`src/rtl/aes_req_arbiter.sv`:
```
// Round-robin issue arbiter for a shared pipelined AES-128 core, with ownership tag pipe and pause/drain FSM.
// Optional AES_ARB_STATS_EN adds issue/stall counters.
module aes_req_arbiter #(
  parameter int NUM_REQ  = 4,
  parameter int PIPE_LAT = 11
) (
  input  logic                     clk,
  input  logic                     rst,
  input  logic [NUM_REQ-1:0]       req_valid,
  output logic [NUM_REQ-1:0]       req_ready,
  input  logic [128*NUM_REQ-1:0]   req_key,
  input  logic [128*NUM_REQ-1:0]   req_plaintext,
  output logic [NUM_REQ-1:0]       resp_valid,
  output logic [127:0]             resp_ciphertext,
  input  logic                     pause,
  output logic                     drained,
  output logic [127:0]             core_key,
  output logic [127:0]             core_plaintext,
  input  logic [127:0]             core_ciphertext
`ifdef AES_ARB_STATS_EN
  ,
  output logic [31:0]              stat_issued,
  output logic [31:0]              stat_stalled
`endif
);

  localparam int IDW = (NUM_REQ > 1) ? $clog2(NUM_REQ) : 1;
  // One extra stage covers the core_key/core_plaintext register in front of the core.
  localparam int TAG_DEPTH = PIPE_LAT + 1;
  localparam int CNTW = $clog2(TAG_DEPTH + 1);

  typedef enum logic [1:0] {RUN, DRAIN, PAUSED} state_t;
  state_t state, state_nxt;

  logic [IDW-1:0]   ptr, win_id;
  logic             win_found;
  logic [IDW:0]     scan;
  logic             grant_en, issue, retire;
  logic [TAG_DEPTH-1:0] tag_vld;
  logic [IDW-1:0]   tag_id [TAG_DEPTH];
  logic [CNTW-1:0]  inflight, inflight_nxt;

  always_comb begin
    win_found = 1'b0;
    win_id    = ptr;
    scan      = '0;
    for (int k = 0; k < NUM_REQ; k++) begin
      scan = {1'b0, ptr} + (IDW+1)'(k);
      if (scan >= (IDW+1)'(NUM_REQ)) scan = scan - (IDW+1)'(NUM_REQ);
      if (!win_found && req_valid[scan[IDW-1:0]]) begin
        win_found = 1'b1;
        win_id    = scan[IDW-1:0];
      end
    end
  end

  assign issue        = grant_en && win_found;
  assign retire       = tag_vld[TAG_DEPTH-1];
  assign inflight_nxt = inflight + CNTW'(issue) - CNTW'(retire);

  // FSM: state register
  always_ff @(posedge clk) begin
    if (rst) state <= RUN;
    else     state <= state_nxt;
  end

  // FSM: next state
  always_comb begin
    state_nxt = state;
    case (state)
      RUN:     if (pause) state_nxt = DRAIN;
      DRAIN:   if (!pause) state_nxt = RUN;
               else if (inflight_nxt == '0) state_nxt = PAUSED;
      PAUSED:  if (!pause) state_nxt = RUN;
      default: state_nxt = RUN;
    endcase
  end

  // FSM: outputs; a pause request blocks the grant in the same cycle
  always_comb begin
    grant_en  = (state == RUN) && !pause && !rst;
    req_ready = (grant_en && win_found) ? (NUM_REQ'(1) << win_id) : '0;
  end

  always_ff @(posedge clk) begin
    if (rst) begin
      ptr             <= '0;
      core_key        <= '0;
      core_plaintext  <= '0;
      tag_vld         <= '0;
      inflight        <= '0;
      resp_valid      <= '0;
      resp_ciphertext <= '0;
      drained         <= 1'b0;
      for (int s = 0; s < TAG_DEPTH; s++) tag_id[s] <= '0;
    end else begin
      if (issue) begin
        core_key       <= req_key[128*int'(win_id) +: 128];
        core_plaintext <= req_plaintext[128*int'(win_id) +: 128];
        ptr            <= (win_id == IDW'(NUM_REQ-1)) ? '0 : win_id + IDW'(1);
      end
      tag_vld   <= {tag_vld[TAG_DEPTH-2:0], issue};
      tag_id[0] <= win_id;
      for (int s = 1; s < TAG_DEPTH; s++) tag_id[s] <= tag_id[s-1];
      inflight <= inflight_nxt;
      if (retire) begin
        resp_valid      <= NUM_REQ'(1) << tag_id[TAG_DEPTH-1];
        resp_ciphertext <= core_ciphertext;
      end else begin
        resp_valid      <= '0;
      end
      drained <= (state == PAUSED) && (state_nxt == PAUSED);
    end
  end

`ifdef AES_ARB_STATS_EN
  always_ff @(posedge clk) begin
    if (rst) begin
      stat_issued  <= '0;
      stat_stalled <= '0;
    end else begin
      if (issue) stat_issued <= stat_issued + 32'd1;
      if ((|req_valid) && !issue) stat_stalled <= stat_stalled + 32'd1;
    end
  end
`endif

endmodule

```
`config.mk`:
```
export PLATFORM = sky130hd
export DESIGN_NAME = aes_req_arbiter
export DESIGN_NICKNAME = d
export VERILOG_FILES = /design/src/rtl/aes_req_arbiter.sv
export SDC_FILE = /design/constraint.sdc
export NUM_CORES = 1
export LEC_CHECK = 0
export CAP_MARGIN = 20
export CORE_AREA = 2 2 609 611
export DETAILED_ROUTE_END_ITERATION = 8
export DIE_AREA = 0 0 611 613
export PLACE_DENSITY = 0.3
export SYNTH_ARGS = -nofsm -noshare
export SYNTH_HDL_FRONTEND = slang
export SYNTH_SLANG_ARGS = --single-unit
```
`constraint.sdc`:
```
create_clock -name clk -period 6 [get_ports clk]
set_input_delay 0.6 -clock clk [delete_from_list [all_inputs] [get_ports clk]]
set_output_delay 0.6 -clock clk [all_outputs]
set_load 0.01 [all_outputs]
```
* Word-level counts from Yosys, hierarchy flattened
Memories as Yosys holds them, arrays and structs flattened. Index checks and enable logic that the tools add are counted.
Word-level totals: input bits 1159, output and inout port bits 393, memories kept 1, word-level logic and storage cells 106, bits in registers 409, RAM bits 24
Memory list:
- tag_id | depth 12, bits a word 2, rd ports 12, clocked after memory_dff 0, wr ports 12, RTL line 40 | logic [IDW-1:0] tag_id [TAG_DEPTH];
Operators by class: equality and inequality tests 4, add/sub/neg operators 10, multiplexer cells 42, shifts and indexed selects 4, bitwise logic cells 13, magnitude comparators 8, reduce and logical (&&, ||, !) cells 15
Operators with widths (number):
- variable part select 512 x 10 -> 128 bit | 2
- two-way mux 2 bit | 25
- less-than comparator 2 x 3 -> 1 bit (second input constant) | 4
- OR 1 bit | 12
- two-way mux 1 bit | 11
- >= comparator 3 bit (second input constant) | 3
- binary-select mux 1 bit (select 2 bit) | 4
- << shifter 1 x 2 -> 4 bit (first input constant) | 2
- subtractor 2 x 1 -> 2 bit (second input constant) | 4
- logical AND 1 bit | 7
- adder 2 x 2 -> 3 bit (second input constant) | 2
- == test 2 bit (second input constant) | 3
- case mux 2 bit (3 select lines) | 1
- logical NOT 1 bit | 5
- adder 4 x 1 -> 4 bit | 1
- logical NOT 4 bit | 1
- two-way mux 4 bit | 1
- subtractor 4 x 1 -> 4 bit | 1
- adder 2 x 1 -> 3 bit (second input constant) | 1
- >= comparator 2 x 3 -> 1 bit (second input constant) | 1
- adder 2 x 1 -> 2 bit (second input constant) | 1
- == test 2 x 1 -> 1 bit (second input constant) | 1
- logical NOT 2 bit | 1
- OR reduction 2 bit | 1
- NOT 1 bit | 1

* Logic depth before layout (Yosys ltp)
Gate-level depths: netlist (run 1).
word-level depth 23, depth in mapped cells 9, depth with buffers taken out 9

* Worst setup path before layout (run 1)
Ideal clock, no wire load.
path kind input -> output, from input req_valid[2], to output req_ready[0], stages on the path 8, data arrival time 1.938 ns, path slack 3.462 ns, buffers on the path 2, data required time 5.400 ns, cells stage by stage nor2b_1 -> o21a_1 -> nor3_2 -> inv_2 -> buf_4 -> buf_2 -> ha_1 -> and2_1
On the way: cells in the longest elaborated chain, start to end 14, elaborated cells between the ends (all ways) 25, classes of those cells shift: 1; mux: 17; reduce/logical: 7
Ends and longest elaborated chain:
- start, declared | RTL line 9 | input logic [NUM_REQ-1:0] req_valid,
- binary-select mux 1 bit (select 2 bit) | RTL line 50 | if (!win_found && req_valid[scan[IDW-1:0]]) begin
- two-way mux 1 bit (implied by the code) | RTL line 50
- two-way mux 1 bit | RTL line 50
- logical NOT 1 bit | RTL line 50
- logical AND 1 bit | RTL line 50
- two-way mux 1 bit | RTL line 50
- logical NOT 1 bit | RTL line 50
- logical AND 1 bit | RTL line 50
- two-way mux 1 bit | RTL line 50
- logical NOT 1 bit | RTL line 50
- logical AND 1 bit | RTL line 50
- two-way mux 2 bit * | RTL line 50
- net win_id[0] | RTL line 35 | logic [IDW-1:0] ptr, win_id;
- << shifter 1 x 2 -> 4 bit * | RTL line 82 | req_ready = (grant_en && win_found) ? (NUM_REQ'(1) << win_id) : '0;
- two-way mux 4 bit * | RTL line 82
- end, declared | RTL line 10 | output logic [NUM_REQ-1:0] req_ready,
The timed path passes the listed nets; every way through them passes the cells marked *. The select of a mux whose other input is x is not followed.

* Worst setup path after layout (run 1)
from register ptr[1], to output req_ready[0]
On the way: cells in the longest elaborated chain, start to end 16, elaborated cells between the ends (all ways) 40, classes of those cells add/sub: 7; order compare: 4; shift: 1; mux: 21; reduce/logical: 7
Ends and longest elaborated chain:
- start, declared | RTL line 35
- start signal, assigned | RTL line 100 | ptr <= (win_id == IDW'(NUM_REQ-1)) ? '0 : win_id + IDW'(1);
- parallel branches: the longest is 15 deep, another holds adder 2 x 1 -> 3 bit
- two-way mux 4 bit * | RTL line 82
Mark *: on every way between the ends. The select of a mux whose other input is x is not followed.

==> results.ini, run 1 <==
[cts]
cts-root-buf = clkbuf_16
htreeDepth = 3
clock_latency_ps = 800
cts_made_buffers = 79
ctsHoldBuffers = 0
cts_tree = done
cts_resized = 0
cts_setup_buffers = 0
path_clk_slew_ps = 50
cts_num_sinks = 433
cts_buffer_depth = 4

[place]
place_area_um2 = 41600
port_buffers = 1551
gp_congestion = 0.853
dp_cells = 8259
dp_hpwl_mm = 231

[sta]
grt_setup_unrepaired = no
fmaxAchievable_mhz = 247
drv_slew = 0
finalSetupViolCount = 0
tns_ps = 0
max_slew_margin_pct = 28.5
hold_viol = 0
timing.final.crit_share_pct = 67.6
skew_ps = 90.9
layout_min_cycle_time_ps = 4060
tightestPinTransition_ps = 1040

[synth]
synth-adder-area-share_pct = 0.588
ys_types = 42
synth_mux_area_share_pct = 29.2
synth-compound-area-share_pct = 13.0
ys_ff_latch = 433
synth-xor-area-share_pct = 0.129
ys_seq_area_share_pct = 42.4
synthSimpleGateAreaFrac_pct = 9.60
avgSynthCellArea_um2 = 10.2
synth_nets = 3168
synth_top_family_by_area = multiplexers
ys_warn_count = 0
syn_area_um2 = 20400
post_synth_inst_count = 2000

[final_layout]
area_delta_synth_final_pct = 117
drive_gt1_share_pct = 5.43
finalNetCount = 4671
fin_area_um2 = 44300
fin_cells = 8426

[floorplan]
core_area_um2 = 368000
initial_core_util_pct = 5.56
row_count = 223
die_w_um = 611
ios = 1552
dieArea_um2 = 375000
fp.dieH_um = 613

[global_routing]
grt_pass1_vias = 24517
grt_use_total_pct = 13.5
grt_max_degree = 90
overflow = 0
antenna_found_initial = 271
grt_pass1_wl_mm = 319

[run]
drv_cap = 0

[setup_path]
arrival_ps = 3460
start_kind = flip-flop
r2r_start = ptr[0]
crit_start = ptr[1]
crit_fanout = 27
setup.worst_path.end_class = primary output
worstSetupPathType = reg2out
required_ps = 5400

[power_and_ir_drop]
p_per_area_nw_per_um2 = 269
power_mw = 11.9
ir_drop_v = 0.000199
static-leakage-power_nw = 15.7

[drt]
drt_first_pass_iters = 5
drt_first_iter_violations = 1326
dr_total_vias = 24436
routed_wl_mm = 266
drc = 0
ant_nets = 0
vias_per_cell = 2.90
routedWlPerCell_um = 31.6

[run_status]
status = completed

[min_path]
hold_class = in2reg
hold_start = rst

## sequential cells by signal, summed over array words and instances (netlist names)
register and flops:
core_key 128, core_plaintext 128, resp_ciphertext 128, tag_id 24, tag_vld 12, inflight 4
resp_valid 4, ptr 2, state 2, drained 1
## where the power goes
part | switching, mW | internal [mW]
combinational | 1.86 | 1.76
sequential | 0.214 | 3.17
clock | 1.95 | 2.94
total | 4.02 | 7.87
## synthesized netlist by cell type
master / instances / share of area [%]
a21o_1: 1 / 0.037
a21oi_1: 3 / 0.073
a31oi_1: 1 / 0.031
a32oi_1: 45 / 1.9
and2_1: 4 / 0.12
and4b_1: 1 / 0.049
buf_1: 3 / 0.055
buf_2: 60 / 1.5
buf_4: 2 / 0.073
buf_6: 33 / 1.8
clkbuf_1: 86 / 1.6
dfxtp_1: 433 / 42
fa_1: 1 / 0.098
ha_1: 8 / 0.49
inv_1: 5 / 0.092
inv_2: 2 / 0.037
mux2i_1: 595 / 29
nand2_1: 218 / 4.0
nand2b_1: 3 / 0.092
nand3_1: 47 / 1.2
nand3b_1: 1 / 0.037
nand4b_1: 1 / 0.043
nor2_1: 133 / 2.4
nor2_2: 1 / 0.031
nor2b_1: 37 / 1.1
nor3_2: 2 / 0.098
nor3b_1: 1 / 0.037
nor4_2: 1 / 0.061
nor4b_1: 1 / 0.043
nor4bb_1: 3 / 0.15
o211ai_1: 45 / 1.7
o21a_1: 1 / 0.037
o21ai_0: 1 / 0.024
o21ai_1: 1 / 0.024
o21bai_1: 1 / 0.037
o221ai_1: 211 / 9.0
o31a_1: 2 / 0.086
or2_1: 1 / 0.031
or3_1: 1 / 0.031
or3b_2: 1 / 0.043
xnor2_1: 2 / 0.086
xor2_1: 1 / 0.043
## critical path, stage by stage, from the launching register on
cell and delay (ps):
dfxtp_1 370, or3_1 380, nand4b_1 230, nand2_4 380, inv_2 360, ha_1 200
and2_1 120, clkdlybuf4s50_1 560
## logic make-up after synthesis
family	Yosys count
AO/OA/AOI/OAI	312
XOR/XNOR	3
adder cells (fa/ha/maj)	9
buffers and inverters	191
flip-flops	433
multiplexers	595
AND/OR/NAND/NOR	457
## stage by stage
step	util, %	setup WS (ps)	hold WS (ps)
after floorplan	-	3460	414
after global placement	11.3	1350	419
after detailed placement	11.3	1460	423
after CTS	12.0	1780	3.40
after global routing	12.0	1720	34.4
final	12.0	1940	78.4
## path summary, 6_finish.rpt
kind	end	slack [ps]	depth (start not counted)
hold / removal	resp_ciphertext[57]	80	2
setup / recovery	req_ready[0]	1940	7
hold reg to reg	tag_id[0][5]	420	1
setup reg to reg	core_key[19]	2180	9
## area by class of cell
class,instances,area [µm²]
fill,42011,323000
timing repair buffer,1606,16100
multi-input combinational,1376,10800
sequential,433,8670
tap,4837,6050
clock buffer,107,2240
clock inverter,26,365
antenna,34,85.1
inverter,7,33.8
## layout by cell type (no fill, tap or decap), types with 3 or more instances in the layout
| cell type | n |
|---|---|
| clkbuf_1 | 13 |
| and2_1 | 4 |
| clkinv_2 | 9 |
| diode_2 | 34 |
| nand3_1 | 46 |
| clkbuf_8 | 14 |
| mux2i_2 | 4 |
| o221ai_1 | 211 |
| buf_12 | 9 |
| mux2i_1 | 591 |
| dfxtp_1 | 432 |
| o211ai_1 | 45 |
| nor2_1 | 133 |
| ha_1 | 8 |
| nor2b_1 | 37 |
| a32oi_1 | 45 |
| nor4bb_1 | 3 |
| clkinvlp_4 | 5 |
| bufinv_16 | 8 |
| nand2b_1 | 3 |
| inv_1 | 5 |
| buf_4 | 46 |
| clkdlybuf4s50_1 | 1549 |
| a21oi_1 | 3 |
| nand2_1 | 215 |
| clkbuf_16 | 80 |
## metal layers
layer  up-vias  share of wire, %  wire, µm  track usage, %
li1      10544                 -         -               -
met1     11789                37     98900            14.6
met2      1409                50    132000            24.2
met3       598               9.8     26100            5.98
met4        96               2.9      7790            3.01
met5         -              0.23       620               0
No activity file was read; power rests on OpenSTA's default activity.
==> run 2: changes to the inputs <==
CORE_AREA = 2 2 608 610   (was 2 2 609 611)
DIE_AREA = 0 0 610 612   (was 0 0 611 613)
clock period = 3.54 ns   (was 6 ns; I/O delays follow)
==> results.ini, run 2 (synthesized netlist as in run 1, its figures left out) <==
[sta]
hold_ws_ps = 159  ; +80.9 ps
fmaxAchievable_mhz = 301
drv_slew = 0  ; unchanged
grt_setup_unrepaired = no
hold_viol = 0  ; unchanged
finalSetupViolCount = 0  ; unchanged
tightestPinTransition_ps = 1010  ; -33.8 ps
max_slew_margin_pct = 32.8  ; +4.2 points
timing.final.crit_share_pct = 93.9
skew_ps = 53.5  ; -37.4 ps
layout_min_cycle_time_ps = 3320
tns_ps = 0  ; unchanged

[floorplan]
ios = 1552  ; unchanged
initial_core_util_pct = 5.56  ; +0.0084 points
die_w_um = 610  ; -0.16%
fp.dieH_um = 612  ; -0.16%
core_area_um2 = 367000  ; -0.15%
dieArea_um2 = 373000  ; -0.33%
row_count = 223  ; unchanged

[global_routing]
grt_use_total_pct = 13.7  ; +0.13 points
overflow = 0  ; unchanged
grt_pass1_vias = 24745  ; +0.93%
grt_max_degree = 114  ; +27%
grt_pass1_wl_mm = 322  ; +1.1%
antenna_found_initial = 257  ; -5.2%

[setup_path]
critPathTopFamily = simple AND/OR/NAND/NOR gates
worst-path-buf-inv = 2  ; unchanged
arrival_ps = 2970  ; -490 ps
worstSetupPathType = reg2out
setup.worst_path.end_class = primary output
crit_fanout = 10  ; -63%
cp_cell_sequence = or3_1, nand4b_1, nand2_4, inv_2, ha_1, and2_2, clkdlybuf4s50_1
worst_path_largest_cell_delay_ps = 560  ; about the same
required_ps = 3190  ; -2210 ps
start_kind = flip-flop
crit_path_top_delay_cell = clkdlybuf4s50_1

[cts]
cts_buffer_depth = 4  ; unchanged
cts_made_buffers = 81  ; +2.5%
cts_num_sinks = 433  ; unchanged
cts_tree = done
path_clk_slew_ps = 60  ; about the same
clock_latency_ps = 770  ; -30 ps
htreeDepth = 3  ; unchanged
cts-root-buf = clkbuf_16

[drt]
drt_first_pass_iters = 5  ; unchanged
drt_first_iter_violations = 1281  ; -3.4%
routedWlPerCell_um = 31.3  ; -0.69%
ant_nets = 0  ; unchanged
drc = 0  ; unchanged
dr_total_vias = 24422  ; -0.057%
routed_wl_mm = 267  ; +0.36%
vias_per_cell = 2.87  ; -1.1%

[power_and_ir_drop]
static-leakage-power_nw = 16.1  ; +2.9%
p_per_area_nw_per_um2 = 455  ; +69%
ir_drop_v = 0.000308  ; +55%

[final_layout]
finalNetCount = 4736  ; +1.4%
multi_input_area_um2 = 10800  ; about the same
fin_cells = 8515  ; +1.1%
top_regs = core_key: 128 flops, core_plaintext: 128 flops, resp_ciphertext: 128 flops
drive_gt1_share_pct = 7.20  ; +1.8 points
fillers = 41822  ; -0.45%
mostFrequentLayoutCell = clkdlybuf4s50_1
register_area_um2 = 8670  ; unchanged
area_delta_synth_final_pct = 121
final_cell_mix = clkdlybuf4s50_1 (1548), mux2i_1 (595), dfxtp_1 (432)

[place]
dp_hpwl_mm = 232  ; +0.69%
dp_cells = 8320  ; +0.74%
gp_congestion = 0.874  ; +2.5%
port_buffers = 1551  ; unchanged

[run_status]
status = completed

[min_path]
hold_class = in2reg

[run]
drv_cap = 0  ; unchanged

-- run 2: cell count changes in the layout (fill, tap and decap cells not counted), moves of 3 or more --
| cell | previous run | this run |
|---|---|---|
| mux2i_1 | 591 | 595 |
| buf_4 | 46 | 90 |
| diode_2 | 34 | 54 |
| clkinv_2 | 9 | 12 |
| buf_12 | 9 | 28 |
| clkbuf_8 | 14 | 20 |
| mux2i_2 | 4 | 0 |
-- run 2: layout make-up --
class,count,share of cell area [%]
antenna,54,0.300
clock buffer,114,5.22
clock inverter,25,0.661
inverter,7,0.0750
multi-input combinational,1376,23.9
sequential,433,19.2
tap,4837,13.4
timing repair buffer,1669,37.2
-- run 2: final timing paths --
check / start / end / slack [ps] / depth (start not counted)
setup / recovery: ptr[1] / req_ready[0] / 220 / 7
hold / removal: core_ciphertext[24] / resp_ciphertext[24] / 160 / 3
setup reg to reg: ptr[0] / core_plaintext[117] / 670 / 9
hold reg to reg: tag_vld[0] / tag_vld[1] / 400 / 1
-- run 2: routing by layer --
layer	vias up	wire length, µm	track usage (%)	share of wire (%)
met4	68	8900	3.41	3.3
met2	1286	129000	23.7	48
li1	10704	-	-	-
met1	11799	103000	15.4	39
met3	565	25500	5.58	9.6
met5	-	455	0	0.17
-- run 2: what timing repair did --
item                                    4_1_cts  5_1_grt
endpoints found under the hold margin         1        0
setup buffers                                 1        0
hold buffers                                  1        0
pin swaps                                     1        1
resized for setup                             1        4
endpoints found under the setup margin        3        2
-- run 2: where the power goes --
part	switching, mW	internal [mW]
logic	3.22	3.16
clock network	3.37	5.02
registers	0.335	5.38
total	6.93	13.6
-- run 2: worst reg2reg max path, stage by stage (launching register included) --
cell and delay, ps:
dfxtp_1 360, nor2b_1 220, o21a_1 240, nor3_2 70
buf_4 160, inv_8 90, buf_12 170, buf_12 350
mux2i_1 870, o221ai_1 200
-- run 2: through the flow --
| stage | cell area (µm²) | util, % | power, mW | setup slack (ps) |
|---|---|---|---|---|
| finish | 45100 | 12.3 | 20.5 | 218 |
| global route | 45000 | 12.2 | 21.6 | 51.8 |
| CTS | 44900 | 12.2 | 21.3 | 53.4 |
| detailed placement | 42300 | 11.5 | 12.4 | 1.08 |
| global placement | 42300 | 11.5 | 12.4 | 26.0 |
| floorplan | 20400 | - | 8.06 | 1310 |
==> run 3: changes to the inputs <==
SLEW_MARGIN = 20   (was not set)
==> results of run 3 <==
The final DEF is identical to that of run 2; final timing and power are the same.
